## src/rtl/vga_axil_slave_if.sv

```systemverilog
// AXI4-Lite bus bundle between a master and the VGA AXI4-Lite slave front-end.
// Field names follow the AXI channel signals without the s_axi_ prefix.
interface vga_axil_slave_if #(
  parameter int unsigned C_AXI_DATA_WIDTH = 32,
  parameter int unsigned C_AXI_ADDR_WIDTH = 15
);
  localparam int unsigned STRB_W = C_AXI_DATA_WIDTH / 8;

  logic                        awvalid;
  logic                        awready;
  logic [C_AXI_ADDR_WIDTH-1:0] awaddr;
  logic [2:0]                  awprot;

  logic                        wvalid;
  logic                        wready;
  logic [C_AXI_DATA_WIDTH-1:0] wdata;
  logic [STRB_W-1:0]           wstrb;

  logic                        bvalid;
  logic                        bready;
  logic [1:0]                  bresp;

  logic                        arvalid;
  logic                        arready;
  logic [C_AXI_ADDR_WIDTH-1:0] araddr;
  logic [2:0]                  arprot;

  logic                        rvalid;
  logic                        rready;
  logic [C_AXI_DATA_WIDTH-1:0] rdata;
  logic [1:0]                  rresp;

  modport slave (
    input  awvalid, awaddr, awprot,
    output awready,
    input  wvalid, wdata, wstrb,
    output wready,
    output bvalid, bresp,
    input  bready,
    input  arvalid, araddr, arprot,
    output arready,
    output rvalid, rdata, rresp,
    input  rready
  );

  modport master (
    output awvalid, awaddr, awprot,
    input  awready,
    output wvalid, wdata, wstrb,
    input  wready,
    input  bvalid, bresp,
    output bready,
    output arvalid, araddr, arprot,
    input  arready,
    input  rvalid, rdata, rresp,
    output rready
  );
endinterface

```

## src/rtl/vga_axil_slave.sv

```systemverilog
// AXI4-Lite slave front-end for the VGA controller: terminates the AXI channels
// and drives the core's write-pulse / read-request strobe interface.
module vga_axil_slave #(
  parameter int unsigned C_AXI_DATA_WIDTH = 32,
  parameter int unsigned C_AXI_ADDR_WIDTH = 15,
  parameter int unsigned ADDRLSB          = $clog2(C_AXI_DATA_WIDTH) - 3,
  parameter int unsigned RD_LATENCY       = 2
) (
  input  logic                          clk_i,
  input  logic                          rstn_i,
  vga_axil_slave_if.slave               s_axi,
  output logic                          axil_wready_o,
  output logic [C_AXI_ADDR_WIDTH-1:0]   axil_waddr_o,
  output logic [C_AXI_DATA_WIDTH-1:0]   axil_wdata_o,
  output logic [C_AXI_DATA_WIDTH/8-1:0] axil_wstrb_o,
  output logic                          axil_rreq_o,
  output logic [C_AXI_ADDR_WIDTH-1:0]   axil_raddr_o,
  input  logic [C_AXI_DATA_WIDTH-1:0]   axil_rdata_i
);

  localparam int unsigned STRB_W = C_AXI_DATA_WIDTH / 8;
  localparam int unsigned CNT_W  = (RD_LATENCY > 1) ? $clog2(RD_LATENCY) : 1;
  localparam logic [C_AXI_ADDR_WIDTH-1:0] ADDR_MASK =
    ~C_AXI_ADDR_WIDTH'((1 << ADDRLSB) - 1);

  typedef enum logic [1:0] {
    W_COLLECT = 2'd0,
    W_ISSUE   = 2'd1,
    W_RESP    = 2'd2
  } w_state_e;

  typedef enum logic [1:0] {
    R_IDLE = 2'd0,
    R_REQ  = 2'd1,
    R_WAIT = 2'd2,
    R_RESP = 2'd3
  } r_state_e;

  w_state_e w_state_q, w_state_d;
  r_state_e r_state_q, r_state_d;

  logic             aw_full, w_full;
  logic             aw_hs, w_hs, b_hs, ar_hs, r_hs;
  logic             bvalid_q, rvalid_q;
  logic [C_AXI_DATA_WIDTH-1:0] rdata_q;
  logic [CNT_W-1:0] cnt_q, cnt_d;
  logic             unused_prot;

  // Ready signals are held low while reset is asserted.
  assign s_axi.awready = rstn_i & ~aw_full;
  assign s_axi.wready  = rstn_i & ~w_full;
  assign s_axi.arready = rstn_i & (r_state_q == R_IDLE);

  assign s_axi.bvalid = bvalid_q;
  assign s_axi.bresp  = 2'b00;
  assign s_axi.rvalid = rvalid_q;
  assign s_axi.rdata  = rdata_q;
  assign s_axi.rresp  = 2'b00;

  assign aw_hs = s_axi.awvalid & s_axi.awready;
  assign w_hs  = s_axi.wvalid  & s_axi.wready;
  assign b_hs  = bvalid_q      & s_axi.bready;
  assign ar_hs = s_axi.arvalid & s_axi.arready;
  assign r_hs  = rvalid_q      & s_axi.rready;

  assign unused_prot = ^{s_axi.awprot, s_axi.arprot};

  // Write path next-state
  always_comb begin
    w_state_d = w_state_q;
    case (w_state_q)
      W_COLLECT: if (aw_full && w_full) w_state_d = W_ISSUE;
      W_ISSUE:   w_state_d = W_RESP;
      W_RESP:    if (b_hs) w_state_d = W_COLLECT;
      default:   w_state_d = W_COLLECT;
    endcase
  end

  always_ff @(posedge clk_i or negedge rstn_i) begin
    if (!rstn_i) begin
      w_state_q     <= W_COLLECT;
      axil_wready_o <= 1'b0;
      bvalid_q      <= 1'b0;
    end else begin
      w_state_q     <= w_state_d;
      axil_wready_o <= (w_state_d == W_ISSUE);
      bvalid_q      <= (w_state_d == W_RESP);
    end
  end

  // Capture flags and holding registers; released only by the B handshake.
  always_ff @(posedge clk_i or negedge rstn_i) begin
    if (!rstn_i) begin
      aw_full      <= 1'b0;
      w_full       <= 1'b0;
      axil_waddr_o <= '0;
      axil_wdata_o <= '0;
      axil_wstrb_o <= '0;
    end else if (b_hs) begin
      aw_full <= 1'b0;
      w_full  <= 1'b0;
    end else begin
      if (aw_hs) begin
        aw_full      <= 1'b1;
        axil_waddr_o <= s_axi.awaddr & ADDR_MASK;
      end
      if (w_hs) begin
        w_full       <= 1'b1;
        axil_wdata_o <= s_axi.wdata;
        axil_wstrb_o <= STRB_W'(s_axi.wstrb);
      end
    end
  end

  // Read path next-state and latency counter
  always_comb begin
    r_state_d = r_state_q;
    cnt_d     = cnt_q;
    case (r_state_q)
      R_IDLE: if (ar_hs) r_state_d = R_REQ;
      R_REQ: begin
        cnt_d     = CNT_W'(RD_LATENCY - 1);
        r_state_d = R_WAIT;
      end
      R_WAIT: begin
        if (cnt_q == '0) r_state_d = R_RESP;
        else             cnt_d     = cnt_q - CNT_W'(1);
      end
      R_RESP: if (r_hs) r_state_d = R_IDLE;
      default: r_state_d = R_IDLE;
    endcase
  end

  always_ff @(posedge clk_i or negedge rstn_i) begin
    if (!rstn_i) begin
      r_state_q   <= R_IDLE;
      cnt_q       <= '0;
      axil_rreq_o <= 1'b0;
      rvalid_q    <= 1'b0;
    end else begin
      r_state_q   <= r_state_d;
      cnt_q       <= cnt_d;
      axil_rreq_o <= (r_state_d == R_REQ);
      rvalid_q    <= (r_state_d == R_RESP);
    end
  end

  // Read address and returned data holding registers
  always_ff @(posedge clk_i or negedge rstn_i) begin
    if (!rstn_i) begin
      axil_raddr_o <= '0;
      rdata_q      <= '0;
    end else begin
      if (ar_hs) axil_raddr_o <= s_axi.araddr & ADDR_MASK;
      if (r_state_q == R_WAIT && cnt_q == '0) rdata_q <= axil_rdata_i;
    end
  end

endmodule

```

## src/flat_wrapper.sv

```systemverilog
// flat-port wrapper written by rule: the top's interface ports become plain ports
module vga_axil_slave_flat 
#(
  parameter int unsigned C_AXI_DATA_WIDTH = 32,
  parameter int unsigned C_AXI_ADDR_WIDTH = 15,
  parameter int unsigned ADDRLSB          = $clog2(C_AXI_DATA_WIDTH) - 3,
  parameter int unsigned RD_LATENCY       = 2
)
  (clk_i, rstn_i, axil_wready_o, axil_waddr_o, axil_wdata_o, axil_wstrb_o, axil_rreq_o, axil_raddr_o, axil_rdata_i, s_axi_awvalid, s_axi_awaddr, s_axi_awprot, s_axi_awready, s_axi_wvalid, s_axi_wdata, s_axi_wstrb, s_axi_wready, s_axi_bvalid, s_axi_bresp, s_axi_bready, s_axi_arvalid, s_axi_araddr, s_axi_arprot, s_axi_arready, s_axi_rvalid, s_axi_rdata, s_axi_rresp, s_axi_rready);
  vga_axil_slave_if #(.C_AXI_DATA_WIDTH(C_AXI_DATA_WIDTH), .C_AXI_ADDR_WIDTH(C_AXI_ADDR_WIDTH)) s_axi_i ();
  input  logic clk_i;
  input  logic rstn_i;
  output logic axil_wready_o;
  output logic [C_AXI_ADDR_WIDTH-1:0] axil_waddr_o;
  output logic [C_AXI_DATA_WIDTH-1:0] axil_wdata_o;
  output logic [C_AXI_DATA_WIDTH/8-1:0] axil_wstrb_o;
  output logic axil_rreq_o;
  output logic [C_AXI_ADDR_WIDTH-1:0] axil_raddr_o;
  input  logic [C_AXI_DATA_WIDTH-1:0] axil_rdata_i;
  input wire logic [$bits(s_axi_i.awvalid)-1:0] s_axi_awvalid;
  input wire logic [$bits(s_axi_i.awaddr)-1:0] s_axi_awaddr;
  input wire logic [$bits(s_axi_i.awprot)-1:0] s_axi_awprot;
  output wire logic [$bits(s_axi_i.awready)-1:0] s_axi_awready;
  input wire logic [$bits(s_axi_i.wvalid)-1:0] s_axi_wvalid;
  input wire logic [$bits(s_axi_i.wdata)-1:0] s_axi_wdata;
  input wire logic [$bits(s_axi_i.wstrb)-1:0] s_axi_wstrb;
  output wire logic [$bits(s_axi_i.wready)-1:0] s_axi_wready;
  output wire logic [$bits(s_axi_i.bvalid)-1:0] s_axi_bvalid;
  output wire logic [$bits(s_axi_i.bresp)-1:0] s_axi_bresp;
  input wire logic [$bits(s_axi_i.bready)-1:0] s_axi_bready;
  input wire logic [$bits(s_axi_i.arvalid)-1:0] s_axi_arvalid;
  input wire logic [$bits(s_axi_i.araddr)-1:0] s_axi_araddr;
  input wire logic [$bits(s_axi_i.arprot)-1:0] s_axi_arprot;
  output wire logic [$bits(s_axi_i.arready)-1:0] s_axi_arready;
  output wire logic [$bits(s_axi_i.rvalid)-1:0] s_axi_rvalid;
  output wire logic [$bits(s_axi_i.rdata)-1:0] s_axi_rdata;
  output wire logic [$bits(s_axi_i.rresp)-1:0] s_axi_rresp;
  input wire logic [$bits(s_axi_i.rready)-1:0] s_axi_rready;
  assign s_axi_i.awvalid = s_axi_awvalid;
  assign s_axi_i.awaddr = s_axi_awaddr;
  assign s_axi_i.awprot = s_axi_awprot;
  assign s_axi_awready = s_axi_i.awready;
  assign s_axi_i.wvalid = s_axi_wvalid;
  assign s_axi_i.wdata = s_axi_wdata;
  assign s_axi_i.wstrb = s_axi_wstrb;
  assign s_axi_wready = s_axi_i.wready;
  assign s_axi_bvalid = s_axi_i.bvalid;
  assign s_axi_bresp = s_axi_i.bresp;
  assign s_axi_i.bready = s_axi_bready;
  assign s_axi_i.arvalid = s_axi_arvalid;
  assign s_axi_i.araddr = s_axi_araddr;
  assign s_axi_i.arprot = s_axi_arprot;
  assign s_axi_arready = s_axi_i.arready;
  assign s_axi_rvalid = s_axi_i.rvalid;
  assign s_axi_rdata = s_axi_i.rdata;
  assign s_axi_rresp = s_axi_i.rresp;
  assign s_axi_i.rready = s_axi_rready;
  vga_axil_slave #(.C_AXI_DATA_WIDTH(C_AXI_DATA_WIDTH), .C_AXI_ADDR_WIDTH(C_AXI_ADDR_WIDTH), .ADDRLSB(ADDRLSB), .RD_LATENCY(RD_LATENCY)) u_core (.clk_i(clk_i), .rstn_i(rstn_i), .s_axi(s_axi_i), .axil_wready_o(axil_wready_o), .axil_waddr_o(axil_waddr_o), .axil_wdata_o(axil_wdata_o), .axil_wstrb_o(axil_wstrb_o), .axil_rreq_o(axil_rreq_o), .axil_raddr_o(axil_raddr_o), .axil_rdata_i(axil_rdata_i));
endmodule
```

## config.mk

```make
export PLATFORM = sky130hd
export DESIGN_NAME = vga_axil_slave_flat
export DESIGN_NICKNAME = d
export VERILOG_FILES = /design/src/rtl/vga_axil_slave_if.sv /design/src/rtl/vga_axil_slave.sv /design/src/flat_wrapper.sv
export SDC_FILE = /design/constraint.sdc
export NUM_CORES = 1
export LEC_CHECK = 0
export ABC_AREA = 0
export CORE_ASPECT_RATIO = 1.1
export CORE_MARGIN = 2
export CORE_UTILIZATION = 36
export DETAILED_ROUTE_END_ITERATION = 8
export PLACE_DENSITY = 0.82
export SETUP_SLACK_MARGIN = 0.02
export SLEW_MARGIN = 20
export SYNTH_ARGS = -nofsm -noshare
export SYNTH_HDL_FRONTEND = slang
export SYNTH_SLANG_ARGS = --single-unit
```

## constraint.sdc

```tcl
create_clock -name clk_i -period 1.5 [get_ports clk_i]
set_input_delay 0.45 -clock clk_i [delete_from_list [all_inputs] [get_ports clk_i]]
set_output_delay 0.45 -clock clk_i [all_outputs]
set_load 0.02 [all_outputs]
```

==> metrics.md, run 1 <==
| Metric | Value |
|---|---|
| Avg Vias per Cell | between 4 and 5 |
| Final hold slack | approximately 94 ps |
| Max clock buf depth | 2 |
| Root Driver | clkbuf_16 |
| Async S/R FF share, synth | 100% |
| Lkg Pwr | between 3 and 4 nW |
| Starting density of the core | 36.9% |
| Area growth syn-to-layout | 67.2% |
| Die H | between 100 and 150 um |
| Slew @ Worst Pin | roughly 620 ps |
| First-pass GRT wire length | roughly 17 mm |
| Via total after detailed routing | roughly 3000 |
| Reg2reg end | u_core.axil_rreq_o$_DFF_PN0_ |
| Area contributors post-synth | dfrtp_1 (62%), mux2_2 (18%), mux2_4 (10%), buf_4 (2.3%), ha_1 (1.2%) |
| Rows | 41 |
| Pwr dens | between 2000 and 2500 mW/mm^2 |
| Clock Latency Late Sink | between 300 and 400 ps |
| DRC viols | 0 |
| Max-Cap Viols | 0 |
| Initial antenna violation count | 0 |
| Tcrit/Tclk final | 110% |
| GR Overflow Total | 0 |
| Seq cells post-synth | ~110 |
| Setup ws final | -157 ps |
| Final Hold Fails | 0 |
| Wirelength per Cell | 17.5 um |
| Post-Route WL | about 11 mm |
| Worst Setup End Kind | flop |
| CP Launch Type | flop |
| Yosys warns | 0 |
| Flop-to-flop setup slack | -160 ps |
| Area leader, netlist | dfrtp_1 |
| Slowest-stage cell, CP | dfrtp_1 |
| CTS buffer count | 9 |
| Dpl hpwl | around 7.6 mm |
| Max Freq | ~600 MHz |
| Critical Path Stages | 7 |
| Synth cell types | 25 |
| DP Area | approximately 0.0065 sq mm |
| Clock Pin Slew Worst Setup and Hold Paths | roughly 70 ps |
| Core area | roughly 0.011 sq mm |
| CP required | between 1500 and 2000 ps |
| Gpl congestion | 0.706 |
| Share of the synthesized area in the top cell type | between 60 and 70% |
| Nets | between 600 and 700 |
| Setup Skew | between 3 and 4 ps |
| CTS Hold Bufs | 0 |
| Die width | 107 um |
| Pre-CTS setup slack | -457 ps |
| Final ANT Viol Nets | 0 |
| Top Usage Layer GRT | met2 |
| Die Footprint | ~0.013 sq mm |
| I/O Buffers | between 200 and 250 |
| GR Util met1 | between 20% and 30% |
| Top delay family on crit path | flip-flops |
| Crit path largest cell delay | 380 ps |
| Initial DRT Pass Iterations | 4 |
| Failing checks | setup timing |
| Class of the worst hold path | in -> async |
| M2 GR Usage | between 20 and 30% |
| CTS sink count | about 110 |
| VDD IR max | between 1 and 1.5 mV |
| Post-route cell area | roughly 0.0071 sq mm |
| RSZ-0062 raised after global routing | yes |
| Main synth FF type | dfrtp_1 |
| Worst setup path class | reg -> reg |
| Critical Path Fanout Max | 7 |
| Largest net degree at the start of global routing | between 50 and 60 |
| GR Util All Layers | between 15 and 20% |
| # diodes | 0 |
| Buf/Inv on CP | 3 |
| Cell Area, Synth | between 0.004 and 0.005 sq mm |
| Initial DRC Count | 85 |
| Crit Reg-Reg Startpoint | u_core.r_state_q[0]$_DFF_PN0_ |
| Syn Inst Count | ~260 |
| CTS tree | built |
| Post-synth EDFFs | 0 |
| # setup viols final | 61 |
| Final total power | between 15 and 20 mW |
| Arr. time, crit path | ~1900 ps |
| Vias in the first global route | 3351 |
| # IOs | between 200 and 250 |
| Rel. slew slack | 58.5% |
| Syn avg cell area | ~16 sq um |
| Register area share after synthesis | 62.3% |
| Proportion of layout cells with a drive suffix above 1 | a little over half |
| Register-to-Register Path Depth | 7 |
| H-tree depth | 3 |
| CP cell instances | inv_2 > ha_4 > buf_4 > buf_6 > and3_4 > mux2_2 > a22o_1 |
| Crit path time final | roughly 1700 ps |
| Slew Limit Fails | 0 |
| Outcome | finished with violations |
| GR Util met3 | approximately 5.7% |
-- stage by stage --
stage / std cells / setup TNS, ps / util, %
after floorplan: 265 / -171 / -
after global placement: 617 / -28370 / 56.9
after detailed placement: 617 / -31530 / 56.9
after CTS: 641 / -4550 / 62.2
after global routing: 647 / -7820 / 61.6
final: 647 / -4820 / 61.6
-- state kept, by name, indices dropped and copies added (netlist names) --
name	count
u_core.axil_waddr_o	13
u_core.axil_wready_o	1
u_core.r_state_q	2
u_core.s_axi.rdata	32
u_core.axil_rreq_o	1
u_core.w_full	1
u_core.aw_full	1
u_core.cnt_q	1
u_core.axil_wstrb_o	4
u_core.axil_raddr_o	13
u_core.s_axi.bvalid	1
u_core.w_state_q	2
u_core.axil_wdata_o	32
u_core.s_axi.rvalid	1
-- logic make-up after synthesis --
logic type / after synthesis / synth area share, %
buffers and inverters: 22 / 3.74
adder cells (fa/ha/maj): 4 / 1.19
other: 1 / 0.0889
AO/OA/AOI/OAI: 8 / 1.45
multiplexers: 97 / 28.5
flip-flops: 105 / 62.3
AND/OR/NAND/NOR: 21 / 2.73
-- area by class of cell --
| class | count | area [sq um] |
|---|---|---|
| clock buffers | 10 | 239 |
| clock inverters | 4 | 45.0 |
| fillers | 871 | 4390 |
| inverters | 3 | 11.3 |
| multi-input cells | 139 | 1640 |
| flip-flops and latches | 105 | 2630 |
| well taps | 150 | 188 |
| repair buffers | 236 | 2300 |
-- worst max path at each step --
stage	startpoint	end	slack (ps)
global route	u_core.r_state_q[0]$_DFF_PN0_	s_axi_arready	-190
finish	u_core.r_state_q[0]$_DFF_PN0_	u_core.axil_rreq_o$_DFF_PN0_	-160
floorplan	u_core.r_state_q[1]$_DFF_PN0_	u_core.axil_raddr_o[10]$_DFFE_PN0P_	-7
CTS	u_core.r_state_q[0]$_DFF_PN0_	s_axi_arready	-160
global placement	s_axi_bready	u_core.axil_wdata_o[22]$_DFFE_PN0P_	-440
detailed placement	s_axi_bready	u_core.axil_wdata_o[21]$_DFFE_PN0P_	-460
-- cells in the final DEF, fill, tap and decap left out, types with 3 or more instances in the layout --
master,synthesis,final
buf_6,3,6
nor3_1,3,3
buf_2,3,8
nor2_1,3,3
clkdlybuf4s50_1,0,97
clkbuf_16,0,11
mux2_4,29,47
mux2_2,68,50
clkinv_2,0,3
inv_2,0,3
buf_4,13,20
nand2_1,6,6
dfrtp_1,105,105
conb_1,1,8
a21oi_1,3,3
clkbuf_2,0,38
buf_16,0,4
buf_12,0,4
buf_8,0,3
clkdlybuf4s15_2,0,50
-- cell usage after synthesis, types with 3 or more instances --
library cell	number
dfrtp_1	105
mux2_2	68
mux2_4	29
buf_4	13
nand2_1	6
ha_1	4
a21oi_1	3
buf_2	3
buf_6	3
inv_1	3
nor2_1	3
nor2b_1	3
nor3_1	3
-- routing by layer --
layer | part of all wire [%] | vias up
li1 | - | 1363
met1 | 40 | 1496
met4 | 2.4 | 0
met3 | 8.0 | 21
met5 | 0 | -
met2 | 50 | 138
-- timing repair --
item | in CTS | in global routing
setup buffers | 5 | 3
pin swaps | 3 | 2
hold endpoints to repair | 0 | 0
cloned | 5 | 4
endpoints found under the setup margin | 198 | 117
gates resized for setup | 297 | 70
-- power by group --
part	total [mW]	switching [mW]	leakage [nW]	internal, mW
Sequential	5.08	0.803	1.25	4.27
Clock	2.30	0.989	0.144	1.31
Combinational	7.78	3.67	1.85	4.11
-- worst register-to-register path, stage by stage (launching register included) --
cell and delay [ps]:
dfrtp_1 380, inv_2 70, ha_4 160, buf_4 130, buf_6 120, and3_4 220
mux2_2 280, a22o_1 190
(Power assumes the default switching activity.)
==> inputs of run 2 (changes only) <==
--- a/config.mk
+++ b/config.mk
@@ -16,3 +16,4 @@
 export SYNTH_ARGS = -nofsm -noshare
 export SYNTH_HDL_FRONTEND = slang
 export SYNTH_SLANG_ARGS = --single-unit
+export TNS_END_PERCENT = 30
==> constraint.sdc (replaced) <==
create_clock -name clk_i -period 1.5 [get_ports clk_i]
set_input_delay 0.15 -clock clk_i [delete_from_list [all_inputs] [get_ports clk_i]]
set_output_delay 0.15 -clock clk_i [all_outputs]
set_load 0.02 [all_outputs]
==> run 2 against run 1 <==
The flow still finishes with violations (setup timing). Clock-buffer cell count increased by 2. Register-to-register slack improved by 100 ps. Final cell count decreased by 1.5%. Sequential power about the same. Cell area increased by 3.2%. Sequential share of layout area decreased by 1.2 points. Maximum frequency increased by 6.6%. Via count decreased by 3.4%. Clock power increased by 9.1%. First-iteration DRC count decreased by 4.7%. Combinational power increased by 6.3%. Largest power group unchanged. Highest routed layer unchanged.
==> metrics.md, run 2 (synthesized netlist as in run 1, its figures left out) <==
| Metric | Value |
|---|---|
| DRC viols | 0 (unchanged) |
| Outcome | finished with violations |
| Top Usage Layer GRT | met2 |
| Setup Skew | 10.8 ps (+6.89 ps) |
| Class of the worst hold path | in -> async |
| CTS sink count | 105 (unchanged) |
| Failing checks | setup timing |
| Max clock buf depth | 2 (unchanged) |
| Area growth syn-to-layout | 72.6% |
| Nets | 597 (-2.0%) |
| GR Overflow Total | 0 (unchanged) |
| Clock Power Share | 15.8% (+0.6 points) |
| Slew @ Worst Pin | 599 ps (-23.4 ps) |
| # diodes | 0 (unchanged) |
| Max Freq | 643 MHz (+6.6%) |
| Commonest non-fill, non-tap cell in the layout | clkdlybuf4s50_1 |
| Internal power | 10.4 mW (+7.2%) |
| Critical Path Fanout Max | 3 (-4) |
| Largest net degree at the start of global routing | 50 (-2.0%) |
| # IOs | 220 (unchanged) |
| Rel. slew slack | 60.0% (+1.6 points) |
| Clock Pin Slew Worst Setup and Hold Paths | 70 ps (about the same) |
| Root Driver | clkbuf_16 |
| Proportion of layout cells with a drive suffix above 1 | 30.8% (-22 points) |
| H-tree depth | 3 (unchanged) |
| Initial DRT Pass Iterations | 4 (unchanged) |
| Arr. time, crit path | 1780 ps (-100 ps) |
| Initial antenna violation count | 0 (unchanged) |
| Area of the multi-input gates | 0.00166 sq mm (+1.8%) |
| CTS tree | built |
| Switching pwr | 5.46 mW (-0.14%) |
| I/O Buffers | 201 (unchanged) |
| Post-Route WL | 11.0 mm (-3.4%) |
| Initial DRC Count | 81 (-4.7%) |
| Rows | 41 (unchanged) |
| GR Util All Layers | 16.5% (-1.2 points) |
| Die H | 118 um (unchanged) |
| Setup ws final | -54.0 ps (+103 ps) |
| Worst setup path class | reg -> reg |
| Worst Setup End Kind | flop |
| Gpl congestion | 0.706 (about the same) |
| Tcrit/Tclk final | 104% (-6.8 points) |
| Fillers | 836 (-4.0%) |
| Core area | 0.0114 sq mm (unchanged) |
| Sw frac | 34.4% (-1.6 points) |
| Max-Cap Viols | 0 (unchanged) |
| Pre-CTS setup slack | -190 ps (+267 ps) |
| Starting density of the core | 36.9% (unchanged) |
| Wirelength per Cell | 17.2 um (-1.9%) |
| Final Hold Fails | 0 (unchanged) |
| Die width | 107 um (unchanged) |
| VDD IR max | 0.919 mV (-14%) |
| Vias in the first global route | 3145 (-6.1%) |
| RSZ-0062 raised after global routing | yes |
| Avg Vias per Cell | 4.57 (-1.9%) |
| Die Footprint | 0.0126 sq mm (unchanged) |
| M2 GR Usage | 28.0% (-1.6 points) |
| CP Launch Type | flop |
| Via total after detailed routing | 2914 (-3.4%) |
| Register area | 0.00263 sq mm (about the same) |
| Dpl hpwl | 7.40 mm (-2.1%) |
| Post-Route Setup TNS | -1580 ps (+3230 ps) |
| Final ANT Viol Nets | 0 (unchanged) |
| Lkg Pwr | 3.83 nW (+18%) |
| GR Util met1 | 19.7% (-0.91 points) |
| Seq pwr share | 32.0% (-1.5 points) |
| Pwr dens | 2180 mW/mm^2 (+1.2%) |
| # setup viols final | 46 (-25%) |
| First-pass GRT wire length | 16.5 mm (-5.2%) |
| Logic pwr share | 52.2% (+0.9 points) |
| GR Util met3 | 5.54% (-0.17 points) |
| CP required | 1720 ps (about the same) |
| Slew Limit Fails | 0 (unchanged) |
| Crit path time final | 1550 ps (-103 ps) |
| Commonest non-fill, non-tap cells in the layout | clkdlybuf4s50_1 (119), dfrtp_1 (104), dlymetal6s2s_1 (68) |
| CTS buffer count | 9 (unchanged) |
| Clock Latency Late Sink | 340 ps (about the same) |
-- run 2: final timing paths --
kind,start,to,slack (ps),depth (start not counted)
hold / removal,rstn_i,u_core.s_axi.rdata[4]$_DFFE_PN0P_,9,2
min in group clk_i,rstn_i,u_core.aw_full$_DFFE_PN0P_,320,4
max in group asynchronous,rstn_i,u_core.r_state_q[1]$_DFF_PN0_,850,3
setup / recovery,u_core.r_state_q[0]$_DFF_PN0_,u_core.s_axi.rvalid$_DFF_PN0_,-50,5
hold reg to reg,u_core.axil_raddr_o[10]$_DFFE_PN0P_,u_core.axil_raddr_o[10]$_DFFE_PN0P_,500,1
setup reg to reg,u_core.r_state_q[0]$_DFF_PN0_,u_core.s_axi.rvalid$_DFF_PN0_,-50,5
-- run 2: layout make-up --
class	instances	area share (%)
clock buffer	12	3.39
clock inverter	4	1.05
sequential	105	36.1
timing repair buffer	225	33.9
multi-input combinational	138	22.9
inverter	3	0.155
tap	150	2.58
-- run 2: what timing repair did --
action                                  CTS  global route
endpoints found under the setup margin   59           116
buffers inserted                          4             2
hold buffers                              2             0
gates resized for setup                  41            91
gates cloned                              1             3
pin swaps                                 4             1
endpoints found under the hold margin    11             0
-- run 2: through the flow --
| stage | hold slack (ps) | instances | total power, mW | instance area, sq um | util (%) |
|---|---|---|---|---|---|
| floorplan | -146 | 265 | 9.15 | 4300 | - |
| global placement | 7.33 | 609 | 12.6 | 6450 | 56.4 |
| detailed placement | 16.7 | 609 | 12.8 | 6450 | 56.4 |
| CTS | 42.3 | 632 | 15.6 | 6920 | 60.5 |
| global route | 68.2 | 637 | 16.6 | 7280 | 63.6 |
| finish | 8.77 | 637 | 15.8 | 7280 | 63.6 |
-- run 2: worst max-delay path, stage by stage (launching register included) --
cell and delay [ps]:
dfrtp_1 400, buf_4 140, ha_1 160, a21boi_4 300, o22ai_4 130, a2111oi_4 320
-- run 2: power groups by stage --
stage	Clock (mW)	Sequential (mW)	Combinational, mW
floorplan	0	6.70	2.45
global placement	0	5.04	7.53
detailed placement	0	5.12	7.71
CTS	2.57	5.09	7.97
global route	2.70	5.25	8.69
finish	2.51	5.06	8.27
-- run 2: metal layers --
layer | share of wire, % | vias up
met2 | 52 | 123
met4 | 1.3 | 0
met1 | 39 | 1444
li1 | - | 1335
met3 | 7.5 | 12
met5 | 0 | -
